File: config.mk
export PLATFORM = sky130hd
export DESIGN_NAME = req_rsp_arbiter
export DESIGN_NICKNAME = d
export VERILOG_FILES = /design/src/rtl/req_rsp_arb_pkg.sv /design/src/rtl/req_rsp_tag_fifo.sv /design/src/rtl/req_rsp_arbiter.sv
export SDC_FILE = /design/constraint.sdc
export NUM_CORES = 1
export LEC_CHECK = 0
export CAP_MARGIN = 10
export CORE_MARGIN = 10
export CORE_UTILIZATION = 35
export DETAILED_ROUTE_END_ITERATION = 7
export PLACE_DENSITY_LB_ADDON = 0.3
export SLEW_MARGIN = 30
export SYNTH_ARGS = -nofsm -noshare
export SYNTH_HDL_FRONTEND = slang
export SYNTH_SLANG_ARGS = --single-unit
File: constraint.sdc
create_clock -name clock -period 3.37 [get_ports clock]
set_input_delay 0.674 -clock clock [delete_from_list [all_inputs] [get_ports clock]]
set_output_delay 0.674 -clock clock [all_outputs]
set_load 0.02 [all_outputs]
File: src/rtl/req_rsp_arb_pkg.sv
`default_nettype none
// +-------------------------------------------------------------------------+
// | req_rsp_arb_pkg: shared defaults and tag sizing for req_rsp_arbiter.    |
// | Rev 1.0                                                                 |
// +-------------------------------------------------------------------------+
package req_rsp_arb_pkg;

  localparam int unsigned c_N_REQ_DEFAULT           = 4;
  localparam int unsigned c_DATA_WIDTH_DEFAULT      = 32;
  localparam int unsigned c_MAX_OUTSTANDING_DEFAULT = 4;

  // Requester index width; never narrower than one bit.
  function automatic int unsigned tag_width(input int unsigned n_req);
    return (n_req < 2) ? 1 : $clog2(n_req);
  endfunction

endpackage
`default_nettype wire

File: src/rtl/req_rsp_tag_fifo.sv
`default_nettype none
// +-------------------------------------------------------------------------+
// | req_rsp_tag_fifo: in-order FIFO of requester tags awaiting responses.   |
// | Rev 1.0                                                                 |
// +-------------------------------------------------------------------------+
module req_rsp_tag_fifo
  import req_rsp_arb_pkg::*;
#(
  parameter int unsigned DEPTH = c_MAX_OUTSTANDING_DEFAULT,
  parameter int unsigned WIDTH = 2
) (
  input  logic                   clock,
  input  logic                   reset,
  input  logic                   i_push,
  input  logic [WIDTH-1:0]       i_push_data,
  input  logic                   i_pop,
  output logic [WIDTH-1:0]       o_head,
  output logic                   o_full,
  output logic                   o_empty,
  output logic [$clog2(DEPTH):0] o_count
);

  localparam int unsigned c_PW = $clog2(DEPTH);

  logic [c_PW-1:0]  r_wr_ptr;
  logic [c_PW-1:0]  r_rd_ptr;
  logic [c_PW:0]    r_count;
  logic [WIDTH-1:0] r_mem [DEPTH];

  logic w_push;
  logic w_pop;

  // Full blocks push even when a pop happens in the same cycle.
  assign w_push = i_push && !o_full;
  assign w_pop  = i_pop && !o_empty;

  always_ff @(posedge clock) begin
    if (!reset) begin
      r_wr_ptr <= '0;
      r_rd_ptr <= '0;
      r_count  <= '0;
    end else begin
      if (w_push) r_wr_ptr <= r_wr_ptr + 1'b1;
      if (w_pop)  r_rd_ptr <= r_rd_ptr + 1'b1;
      unique case ({w_push, w_pop})
        2'b10:   r_count <= r_count + 1'b1;
        2'b01:   r_count <= r_count - 1'b1;
        default: r_count <= r_count;
      endcase
    end
  end

  always_ff @(posedge clock) begin
    if (w_push) r_mem[r_wr_ptr] <= i_push_data;
  end

  assign o_head  = r_mem[r_rd_ptr];
  assign o_full  = (r_count == (c_PW+1)'(DEPTH));
  assign o_empty = (r_count == '0);
  assign o_count = r_count;

endmodule
`default_nettype wire

File: src/rtl/req_rsp_arbiter.sv
`default_nettype none
// +-------------------------------------------------------------------------+
// | req_rsp_arbiter: round-robin N:1 request arbiter with in-order routing. |
// | Rev 1.0                                                                 |
// +-------------------------------------------------------------------------+
module req_rsp_arbiter
  import req_rsp_arb_pkg::*;
#(
  parameter int unsigned N_REQ           = c_N_REQ_DEFAULT,
  parameter int unsigned DATA_WIDTH      = c_DATA_WIDTH_DEFAULT,
  parameter int unsigned MAX_OUTSTANDING = c_MAX_OUTSTANDING_DEFAULT
) (
  input  logic                             clock,
  input  logic                             reset,
  input  logic [N_REQ-1:0]                 up_req_valid,
  output logic [N_REQ-1:0]                 up_req_ready,
  input  logic [N_REQ*DATA_WIDTH-1:0]      up_req_data,
  output logic [N_REQ-1:0]                 up_rsp_valid,
  input  logic [N_REQ-1:0]                 up_rsp_ready,
  output logic [DATA_WIDTH-1:0]            up_rsp_data,
  output logic                             req_valid,
  input  logic                             req_ready,
  output logic [DATA_WIDTH-1:0]            req_data,
  input  logic                             rsp_valid,
  output logic                             rsp_ready,
  input  logic [DATA_WIDTH-1:0]            rsp_data,
  output logic [$clog2(MAX_OUTSTANDING):0] outstanding,
  output logic                             err_unexpected_rsp
);

  localparam int unsigned c_TW = tag_width(N_REQ);

  logic [c_TW-1:0]       r_last_grant;
  logic                  r_err;
  logic [c_TW-1:0]       w_cand;
  logic [c_TW-1:0]       w_win_idx;
  logic                  w_win_found;
  logic                  w_out_free;
  logic                  w_accept;
  logic                  w_pop;
  logic                  w_full;
  logic                  w_empty;
  logic [c_TW-1:0]       w_head;
  logic [DATA_WIDTH-1:0] w_req_slice [N_REQ];

  // Round-robin search beginning just after the previous winner.
  always_comb begin
    w_win_found = 1'b0;
    w_win_idx   = '0;
    w_cand      = '0;
    for (int i = 1; i <= int'(N_REQ); i++) begin
      w_cand = c_TW'((int'(r_last_grant) + i) % int'(N_REQ));
      if (!w_win_found && up_req_valid[w_cand]) begin
        w_win_found = 1'b1;
        w_win_idx   = w_cand;
      end
    end
  end

  assign w_out_free = !req_valid || req_ready;
  assign w_accept   = reset && w_win_found && w_out_free && !w_full;
  assign w_pop      = rsp_valid && rsp_ready;

  for (genvar k = 0; k < int'(N_REQ); k++) begin : g_port
    assign w_req_slice[k]  = up_req_data[k*DATA_WIDTH +: DATA_WIDTH];
    assign up_req_ready[k] = w_accept && (w_win_idx == c_TW'(k));
    assign up_rsp_valid[k] = reset && rsp_valid && !w_empty && (w_head == c_TW'(k));
  end

  always_ff @(posedge clock) begin
    if (!reset) begin
      r_last_grant <= c_TW'(N_REQ - 1);
    end else if (w_accept) begin
      r_last_grant <= w_win_idx;
    end
  end

  // Output register only advances once the downstream slot is free.
  always_ff @(posedge clock) begin
    if (!reset) begin
      req_valid <= 1'b0;
      req_data  <= '0;
    end else if (w_out_free) begin
      req_valid <= w_accept;
      if (w_accept) req_data <= w_req_slice[w_win_idx];
    end
  end

  always_ff @(posedge clock) begin
    if (!reset) begin
      r_err <= 1'b0;
    end else if (rsp_valid && w_empty) begin
      r_err <= 1'b1;
    end
  end

  req_rsp_tag_fifo #(
    .DEPTH (MAX_OUTSTANDING),
    .WIDTH (c_TW)
  ) u_tag_fifo (
    .clock       (clock),
    .reset       (reset),
    .i_push      (w_accept),
    .i_push_data (w_win_idx),
    .i_pop       (w_pop),
    .o_head      (w_head),
    .o_full      (w_full),
    .o_empty     (w_empty),
    .o_count     (outstanding)
  );

  assign rsp_ready          = reset && !w_empty && up_rsp_ready[w_head];
  assign up_rsp_data        = rsp_data;
  assign err_unexpected_rsp = r_err;

endmodule
`default_nettype wire

# Word-level counts from Yosys, hierarchy flattened
# Memories as Yosys holds them, arrays and structs flattened. A register that Yosys moved wholly into a read port is not among the register bits.
# Index checks and enable logic that the tools add are counted.
# totals
ramBits	8
memories	1
ff_bits	43
inputBits	172
elab_cells	92
# mem_list
name	words	width	rd	rd_clocked_by_memory_dff	wr	line	source
u_tag_fifo.r_mem	4	2	1	1	1	req_rsp_tag_fifo.sv:28	logic [WIDTH-1:0] r_mem [DEPTH];
# op_classes
mux	26
eq_ne	9
add_sub_neg	8
n_reduce_logical	34
order_cmp	6
bitwise	1
# op_table
op	n
binary-select mux 32 bit (select 2 bit)	1
2-to-1 mux 32 bit	2
logical AND 1 bit	22
less-than comparator 2 x 3 -> 1 bit, second input constant	5
2-to-1 mux 2 bit	6
2-to-1 mux 1 bit	11
binary-select mux 1 bit (select 2 bit)	5
equality test 2 bit, second input constant	5
adder 2 x 1 -> 2 bit, second input constant	4
equality test 2 x 1 -> 1 bit, second input constant	3
logical NOT 1 bit	6
one-hot mux 3 bit (2 select lines)	1
adder 2 bit, second input constant	2
logical NOT 2 bit	2
adder 3 x 1 -> 3 bit, second input constant	1
equality test 3 bit, second input constant	1
greater-or-equal comparator 3 bit, second input constant	1
logical NOT 3 bit	1
inverter 2 -> 3 bit	1
subtractor 3 x 1 -> 3 bit, second input constant	1
AND reduction 2 bit	1
nonzero test 2 bit	1
logical OR 1 bit	1

# Depth between registers and ports, before layout
# depth
word_depth	19
depth_mapped	9
ltp_nobuf	8

# Cells and area by module
# From an unflattened synthesis, not the netlist that was laid out.
# unflattened
cells_unflattened	376
hier_area_um2	3663.5
# by_module_without_submodules
module	seq_area_each_um2	n_inst	cells_per_inst	area_per_inst_um2
req_rsp_arbiter	720.7	1	312	2884.0
req_rsp_tag_fifo	420.4	1	64	779.5

# Worst setup path after synthesis
# No wires, ideal clock.
# synth_timing
path_kind	register to output
start	reg with a tool-made name
end	out rsp_ready
n_path_buf	0
path_stages_with_launch	5
path_slack_ns	0.362
t_required_ns	2.696
arrival_time_ns	2.334
cell_sequence	dfxtp_1 mux4_2 mux2i_1 nor2b_1 a2111oi_0
# synth_rtl
element	line	source
to (decl)	req_rsp_arbiter.sv:25	output logic rsp_ready,

# Worst setup path after layout
# layout_timing
start	in up_req_valid[1]
end	out up_req_ready[1]
# layout_between
elab_chain_len	16
# layout_lines
element	line	source
from (decl)	req_rsp_arbiter.sv:15	input logic [N_REQ-1:0] up_req_valid,
binary-select mux 1 bit (select 2 bit)	req_rsp_arbiter.sv:53	if (!w_win_found && up_req_valid[w_cand]) begin
2-to-1 mux 1 bit (not written as such)	req_rsp_arbiter.sv:53	
2-to-1 mux 1 bit	req_rsp_arbiter.sv:53	
logical NOT 1 bit	req_rsp_arbiter.sv:53	
logical AND 1 bit	req_rsp_arbiter.sv:53	
2-to-1 mux 1 bit	req_rsp_arbiter.sv:53	
logical NOT 1 bit	req_rsp_arbiter.sv:53	
logical AND 1 bit	req_rsp_arbiter.sv:53	
2-to-1 mux 1 bit	req_rsp_arbiter.sv:53	
logical NOT 1 bit	req_rsp_arbiter.sv:53	
logical AND 1 bit	req_rsp_arbiter.sv:53	
2-to-1 mux 1 bit	req_rsp_arbiter.sv:53	
logical AND 1 bit (3 in a row)	req_rsp_arbiter.sv:61	assign w_accept = reset && w_win_found && w_out_free && !w_full;
logical AND 1 bit *	req_rsp_arbiter.sv:66	assign up_req_ready[k] = w_accept && (w_win_idx == c_TW'(k));
to (decl)	req_rsp_arbiter.sv:16	output logic [N_REQ-1:0] up_req_ready,
# Mark *: on every way between the ends. The rest lies on a longest branch, timed or not. The select of a mux whose other input is x is not followed.

==> flow_metrics.py <==
metrics = {
    "synth": {
        "yosys.area.top_type": "dfxtp_1",
        "ys.flop_type": "dfxtp_1",
        "ys_async_sr_fraction_pct": 0,
        "synth_edf_count": 8,
        "synth_top_area_share_pct": 25.35,
        "ys_warn_count": 0,
        "ys_seq_elements": 53,
        "ys_types": 48,
        "seq_area_frac_synth_pct": 32.11,
        "syn_nets": 565,
        "synthCells": 387,
        "synth.area.top_cells": "dfxtp_1, mux2i_1, buf_4",
        "synth.avg_cell_area_um2": 9.182,
        "syn_area_mm2": 0.003553,
    },
    "sta": {
        "fmax_ghz": 0.3146,
        "fin_ws_ns": 0.1917,
        "skew_ns": 0.003331,
        "slew_viol_final": 0,
        "tightest_slew_ns": 0.9262,
        "setup_viol": 0,
        "maxSlewHeadroom_pct": 38.25,
        "finalCritPeriodShare_pct": 94.31,
        "rsz0062_at_grt": "false",
        "finalCriticalPeriod_ns": 3.178,
        "final_hold_viol_count": 0,
    },
    "power_and_ir_drop": {
        "pwr_density_cell_mw_per_mm2": 442.3,
        "pwr-share-clk_pct": 19.3,
        "netSwitchingFraction_pct": 35.40,
        "internal-power_w": 0.001569,
        "sequentialPowerShare_pct": 34.6,
        "leakage_nw": 2.110,
        "ir_drop_uv": 222.3,
        "power_switching_w": 0.0008597,
        "p_comb_share_pct": 46.2,
    },
    "route": {
        "drt-total-wl_um": 13350,
        "wl_per_cell_um": 19.90,
        "ant_nets": 0,
        "firstDrtPassIters": 4,
        "drtIter0Drc": 203,
        "num_vias": 3622,
        "drc": 0,
        "via_per_inst": 5.398,
    },
    "job": {
        "drv_cap": 0,
    },
    "placed_design": {
        "dp_worst_setup_slack_ns": -0.01186,
        "place_hpwl_um": 10200,
        "place_congestion": 0.8238,
        "placed_cell_area_mm2": 0.005350,
        "placement.io_buffers": 185,
    },
    "status": {
        "status": "finished, final reports clean",
    },
    "die": {
        "ios": 250,
        "core_area_mm2": 0.009819,
        "start_util_pct": 36.19,
        "die_h_um": 120.8,
        "die_x_um": 120.8,
        "rows": 36,
        "dieArea_mm2": 0.01458,
    },
    "critical_path": {
        "worst-path-buf-inv": 4,
        "cpPeakStageDelay_ns": 0.60,
        "crit_slowest_cell": "clkdlybuf4s50_1",
        "crit_required_ns": 2.70,
        "path_cells": "clkdlybuf4s50_1 -> nor4_1 -> nor4_4 -> buf_4 -> inv_2 -> nor3_1 -> dlygate4sd2_1",
        "crit_family": "buffers and inverters",
        "cp.arrival_ns": 2.50,
        "r2r_slack_ns": 0.66,
        "critPathCaptureType": "output port",
        "crit_fanout": 6,
        "crit_type": "primary input to output port",
        "start_kind": "primary input",
    },
    "grt": {
        "grt_pass1_vias": 3930,
        "grt_pass1_wl_um": 20890,
        "antenna_found_initial": 0,
        "grt-ovfl-total": 0,
        "grtUsageTotal_pct": 17.57,
        "grt_max_degree": 42,
    },
    "cts": {
        "htreeDepth": 2,
        "clockRootBuffer": "clkbuf_8",
        "cts_tree": "yes",
        "clkTransAtPathRegs_ns": 0.10,
        "cts_inserted_buffers": 5,
        "ctsLongestPathBuffers": 2,
        "clk_latency_ns": 0.31,
        "cts.sinks": 53,
    },
    "cells_and_area": {
        "design_area_mm2": 0.005490,
        "finalNetCount": 715,
        "diodes": 0,
        "post-route-util_pct": 55.91,
        "drive_gt1_share_pct": 10.22,
        "syn_to_final_growth_pct": 54.51,
    },
    "hold_path": {
        "hold_class": "register to register",
    },
}
[metrics by stage]
step / instances / hold WS (ns) / power [W] / TNS (ns)
floorplan: 387 / 0.4266 / 0.001506 / 0
global placement: 661 / 0.4406 / 0.001960 / 0
detailed placement: 661 / 0.4490 / 0.001981 / -0.02177
CTS: 669 / 0.4561 / 0.002452 / 0
global route: 671 / 0.5079 / 0.002570 / 0
finish: 671 / 0.4567 / 0.002428 / 0
[power by group through the flow]
| stage | combinational [W] | sequential, W | clock, W |
|---|---|---|---|
| 6_report | 0.00112 | 0.000839 | 0.000469 |
| 5_1_grt | 0.00121 | 0.000855 | 0.000500 |
| 4_1_cts | 0.00113 | 0.000839 | 0.000482 |
| 3_5_place_dp | 0.00113 | 0.000852 | 0 |
| 3_3_place_gp | 0.00111 | 0.000848 | 0 |
| 2_1_floorplan | 0.000545 | 0.000961 | 0 |
[placed cells by master, fill, tap and decap left out, types with 4 or more instances in the layout]
| master | netlist | layout |
|---|---|---|
| a211o_1 | 25 | 25 |
| a211oi_1 | 7 | 7 |
| a211oi_2 | 7 | 7 |
| a21oi_1 | 10 | 10 |
| and2_1 | 5 | 5 |
| and4_1 | 7 | 7 |
| buf_4 | 35 | 24 |
| clkbuf_8 | 0 | 6 |
| clkdlybuf4s50_1 | 0 | 180 |
| dfxtp_1 | 45 | 45 |
| edfxtp_1 | 8 | 8 |
| ha_1 | 5 | 5 |
| inv_2 | 4 | 4 |
| mux2i_1 | 36 | 36 |
| nand2_1 | 30 | 30 |
| nand4_1 | 25 | 25 |
| nor2_1 | 12 | 11 |
| nor2b_1 | 6 | 6 |
| o211ai_1 | 25 | 25 |
| o31ai_1 | 25 | 25 |
[final cells by class]
cell class              instances  area (um^2)
multi-input cells             260         1979
clock inverters                 2        37.54
repair buffers                210         2057
fillers                       940         4329
flip-flops and latches         53         1141
inverters                       7        26.28
clock buffers                   6        82.58
well taps                     133        166.4
[synth_stat cells (all sizes together) (11+ instances only)]
| master | count |
|---|---|
| a21oi | 11 |
| nand4 | 25 |
| dfxtp | 45 |
| o211ai | 25 |
| buf | 46 |
| a211o | 25 |
| a211oi | 14 |
| clkbuf | 21 |
| nand2 | 30 |
| mux2i | 36 |
| o31ai | 25 |
| nor2 | 13 |
[flip-flops by register name, summed over array words and instances, names as in the netlist, named ones only]
register and count:
err_unexpected_rsp 1, r_last_grant 2, req_data 32, req_valid 1, u_tag_fifo.o_count 3, u_tag_fifo.r_mem 8, u_tag_fifo.r_rd_ptr 2, u_tag_fifo.r_wr_ptr 2
[routing by layer]
layer / track usage (%) / part of all wire, % / up-vias / wire length (um)
met1: 19.37 / 40 / 1732 / 5296
met4: 3.846 / 0.94 / 0 / 125
met5: 0 / 0 / - / 0
met2: 31.12 / 50 / 144 / 6729
met3: 6.933 / 9.0 / 11 / 1201
li1: - / - / 1735 / -
[final timing paths]
kind / startpoint / to / cells after the start
worst min-delay path: u_tag_fifo.r_rd_ptr[1] / register / 1
worst min register to register: u_tag_fifo.r_rd_ptr[1] / register / 1
worst max register to register: register / u_tag_fifo.o_count[2] / 8
worst max-delay path: up_req_valid[1] / up_req_ready[1] / 7
[cells by family (layout without fill, tap and decap cells)]
kind of cell | Yosys count | after routing | share of synthesized area (%)
buf+inv | 74 | 225 | 12.46
simple gates | 100 | 100 | 15.88
xor+xnor | 3 | 3 | 0.7396
mux | 38 | 38 | 11.41
compound gates | 113 | 113 | 25.07
fa+ha+maj | 6 | 6 | 2.324
flops | 53 | 53 | 32.11
[repair_timing]
action	4_1_cts	5_1_grt
endpoints found under the setup margin	2	3
gates resized for setup	2	3
pin swaps	0	1
setup buffers	0	2
hold buffers	0	0
Power figures use the tool's default switching activity.
